`config.mk`:
```
export PLATFORM = sky130hd
export DESIGN_NAME = alu_seq
export DESIGN_NICKNAME = d
export VERILOG_FILES = /design/src/rtl/alu_seq.sv
export SDC_FILE = /design/constraint.sdc
export NUM_CORES = 1
export LEC_CHECK = 0
export CORE_ASPECT_RATIO = 1.25
export CORE_MARGIN = 2
export CORE_UTILIZATION = 56
export CTS_CLUSTER_DIAMETER = 60
export DETAILED_ROUTE_END_ITERATION = 10
export PLACE_DENSITY = 0.86
export SYNTH_ARGS = -nofsm -noshare
export SYNTH_HDL_FRONTEND = slang
export SYNTH_SLANG_ARGS = --single-unit
export TNS_END_PERCENT = 10
```
`constraint.sdc`:
```
create_clock -name clk -period 6.4 [get_ports clk]
set_clock_uncertainty 0.1 [all_clocks]
set_input_delay 1.92 -clock clk [delete_from_list [all_inputs] [get_ports clk]]
set_output_delay 1.92 -clock clk [all_outputs]
set_load 0.05 [all_outputs]
```
`src/rtl/alu_seq.sv`:
```
// rtl/alu_seq.sv - handshaked RV32I-style ALU with an iterative 1-bit-per-cycle shifter
module alu_seq #(
    parameter  int WIDTH = 32,
    localparam int SHW   = $clog2(WIDTH)
) (
    input  logic             clk,
    input  logic             rst,
    input  logic             in_valid,
    output logic             in_ready,
    input  logic [WIDTH-1:0] reg_source1,
    input  logic [WIDTH-1:0] reg_source2,
    input  logic [WIDTH-1:0] imm_source,
    input  logic             imm,
    input  logic [2:0]       oper,
    input  logic             alt,
    output logic             out_valid,
    input  logic             out_ready,
    output logic [WIDTH-1:0] res,
    output logic             zero
);

    typedef enum logic [1:0] {
        IDLE  = 2'd0,
        SHIFT = 2'd1,
        DONE  = 2'd2
    } state_t;

    state_t           state;
    logic [SHW-1:0]   cnt;
    logic             shift_left;
    logic             shift_arith;

    logic [WIDTH-1:0] b_sel;
    logic [SHW-1:0]   amount;
    logic             is_shift;
    logic [WIDTH-1:0] alu_res;

    assign in_ready  = (state == IDLE);
    assign out_valid = (state == DONE);
    assign zero      = (res == '0);

    // Operand selection and single-cycle result; shift ops only load operand a here
    always_comb begin
        b_sel    = imm ? imm_source : reg_source2;
        amount   = b_sel[SHW-1:0];
        is_shift = (oper == 3'b001) || (oper == 3'b101);
        alu_res  = '0;
        case (oper)
            3'b000:  alu_res = (alt && !imm) ? (reg_source1 - b_sel) : (reg_source1 + b_sel);
            3'b010:  alu_res[0] = ($signed(reg_source1) < $signed(b_sel));
            3'b011:  alu_res[0] = (reg_source1 < b_sel);
            3'b100:  alu_res = reg_source1 ^ b_sel;
            3'b110:  alu_res = reg_source1 | b_sel;
            3'b111:  alu_res = reg_source1 & b_sel;
            default: alu_res = reg_source1;
        endcase
    end

    // Control FSM: accept in IDLE, shift one bit per cycle in SHIFT, hold result in DONE
    always_ff @(posedge clk) begin
        if (rst) begin
            state       <= IDLE;
            res         <= '0;
            cnt         <= '0;
            shift_left  <= 1'b0;
            shift_arith <= 1'b0;
        end else begin
            case (state)
                IDLE: begin
                    if (in_valid) begin
                        res <= alu_res;
                        if (is_shift && (amount != '0)) begin
                            cnt         <= amount;
                            shift_left  <= (oper == 3'b001);
                            shift_arith <= alt;
                            state       <= SHIFT;
                        end else begin
                            state <= DONE;
                        end
                    end
                end
                SHIFT: begin
                    if (shift_left) begin
                        res <= {res[WIDTH-2:0], 1'b0};
                    end else begin
                        res <= {shift_arith & res[WIDTH-1], res[WIDTH-1:1]};
                    end
                    cnt <= cnt - 1'b1;
                    if (cnt == SHW'(1)) begin
                        state <= DONE;
                    end
                end
                DONE: begin
                    if (out_ready) begin
                        state <= IDLE;
                    end
                end
                default: state <= IDLE;
            endcase
        end
    end

endmodule

```
==> qor.yml <==
pwr:
  netSwitchingFraction: 0.4677
  vdd_drop_max_v: 0.0001376
  p_clk_frac: 0.195
  power_mw: 1.605
  combPwrFrac: 0.599
  p_switching_mw: 0.7506
  p_seq_frac: 0.206
  power_leakage_nw: 4.179
  power.internal_mw: 0.8541
  p_per_area_nw_per_um2: 165.0
worst_setup_path:
  critical_path_class: "primary input to register"
  arrival_ns: 5.89
  r2r_setup_slack_ns: 3.71
  startpoint_type: "primary input"
  rr_worst_depth: 7
  rr_endpoint: "res[18]"
  required_ns: 6.48
  endpoint_kind: "register"
  regToRegStartpoint: "state[1]"
  worstPathMaxFanout: 16
hold_path:
  min_path_type: "register to register"
  min_delay_path_depth: 2
  hold-path-endpoint: "shift_arith"
  min_from: "shift_arith"
yosys:
  syn_inst: 1149
  ys.warnings.count: 0
  synth_common_cells: "a21oi_1, nor2_1, ha_1"
  ys_seq_elements: 41
  synth_area_leader_cell: "ha_1"
  syn_nets: 1370
  async_flop_share: 0
  synth.avg_cell_area_sq_um: 6.971
  synth-main-ff-cell: "dfxtp_1"
  synth.distinct_cells: 68
  synth_top_area_share: 0.1781
  yosysSeqAreaShare: 0.1025
  synth.most_common_cell: "a21oi_1"
  synth-edff-count: 0
  yosys-top-cells-area: "ha_1, dfxtp_1, a21oi_1"
  synthesis.area_sq_um: 8010
clocking:
  h-tree-depth: 2
  cts_tree: "built"
  cts_resized: 0
  clk_latency_ns: 0.29
  clkSinkCount: 41
  cts_hold_buf: 0
  numCtsBuffers: 5
  clk_transition_reported_paths_ns: 0.06
  ctsLongestPathBuffers: 2
  post_cts_buffers: 0
  cts_root_buffer: "clkbuf_16"
detailed_routing:
  totalWireLength_mm: 30.96
  vias: 9575
  dr.pass1.iters: 6
  drt-initial-drc-count: 1194
  route.detailed.drc: 0
  viasPerCell: 6.700
  drtAntennaViolNets: 0
  wl_per_cell_microns: 21.67
sta:
  rsz0062_at_grt: "false"
  whs_ns: 0.3749
  final.period_utilization: 0.9083
  setup_viol: 0
  slew_violations: 0
  max-slew-margin-rel: 0.2017
  max_freq_mhz: 172.0
  timing.setup.tns_ns: 0
  final_hold_viol_count: 0
  fin_crit_ns: 5.813
  worstMarginPinSlew_ns: 1.193
die:
  die_h_microns: 137.7
  initial_utilization: 0.5774
  die_x_microns: 111.0
  die_area_sq_um: 15280
  rows: 48
  ios: 140
  coreArea_sq_um: 13870
global_routing:
  grt_pass1_vias: 9126
  grt.total_usage: 0.3919
  antenna_found_initial: 0
  grt-ovfl-total: 0
  grt_max_degree: 44
  grt_pass1_wl_mm: 48.04
final_layout:
  drive_gt1_frac: 0.04785
  syn2layout_area_growth_pct: 21.42
  final_util: 0.7010
  diodes: 0
  nets: 1474
flow_run:
  drv_cap: 0
place:
  dp_hpwl_mm: 22.71
  port_buffers: 139
  place_congestion: 1.026
outcome:
  outcome: "finished clean"
## state kept, by name, indices dropped and copies added (netlist names)
name,flops
shift_arith,1
shift_left,1
cnt,5
res,32
state,2
## cell usage in the layout, fill, tap and decap left out, drive strengths merged, types with 7 or more instances in the layout
master	count
a211oi	21
a21o	10
a21oi	141
a221oi	13
a31oi	13
and3	7
buf	25
clkbuf	7
clkdlybuf4s50	137
dfxtp	41
ha	114
inv	108
mux2	9
mux2i	67
nand2	65
nand2b	12
nand3	17
nand4	8
nor2	123
nor2b	11
nor3	33
nor4	20
o211ai	21
o21ai	65
o21bai	10
o221ai	10
o22ai	13
o31ai	10
or3	8
xnor2	27
xor2	9
## how the worst max path moves through the flow
stage | from | endpoint | cells past startpoint
after floorplan | imm | res[31] | 14
after global placement | imm | res[24] | 13
after detailed placement | imm | res[29] | 12
after CTS | imm | res[29] | 12
after global routing | imm | res[29] | 12
final | imm | res[29] | 12
## cells by family (layout without fill, tap and decap cells)
logic type | after synthesis | after routing | synth area share
muxes | 76 | 76 | 0.09638
and+or+nand+nor | 319 | 319 | 0.1853
buffers and inverters | 173 | 278 | 0.08169
adders and majority gates | 116 | 116 | 0.1831
AOI/OAI and AO/OA | 388 | 388 | 0.3118
DFF | 41 | 41 | 0.1025
xor gates and xnor gates | 36 | 36 | 0.03936
## layout make-up
class                      count  area [sq um]
sequential                    41         822.0
tap                          175         219.0
multi-input combinational    935          6553
clock inverter                 1         30.03
timing repair buffer         162          1554
inverter                     108         405.4
fill                        1211          4148
clock buffer                   7         142.6
## worst max-delay path, stage by stage
cell	delay [ns]
buf_2	0.45
buf_4	0.33
mux2i_1	0.41
ha_1	0.40
nor4_1	0.48
nand4_1	0.15
a211oi_1	0.48
o31ai_1	0.27
or3_1	0.43
a2111o_1	0.38
o211ai_1	0.09
o21ai_0	0.08
## per-layer routing
metal | GRT usage | wire, microns
met4 | 0.2326 | 1919
met2 | 0.6731 | 14250
met1 | 0.4611 | 11560
met3 | 0.06731 | 3231
met5 | 0 | 0
## per-stage QoR
step / std cells / setup slack [ns] / area (sq um)
2_1_floorplan: 1149 / 0.4200 / 8010
3_3_place_gp: 1421 / 0.5203 / 9553
3_5_place_dp: 1421 / 0.4043 / 9553
4_1_cts: 1429 / 0.6875 / 9726
5_1_grt: 1429 / 0.3688 / 9726
6_report: 1429 / 0.5868 / 9726
## power groups by stage
stage | Sequential, mW | Combinational, mW | Clock [mW]
2_1_floorplan | 0.393 | 0.558 | 0
3_3_place_gp | 0.333 | 0.923 | 0
3_5_place_dp | 0.333 | 0.933 | 0
4_1_cts | 0.328 | 0.938 | 0.310
5_1_grt | 0.332 | 1.03 | 0.320
6_report | 0.331 | 0.961 | 0.313
Note: power is estimated with default switching activity, not from simulation.
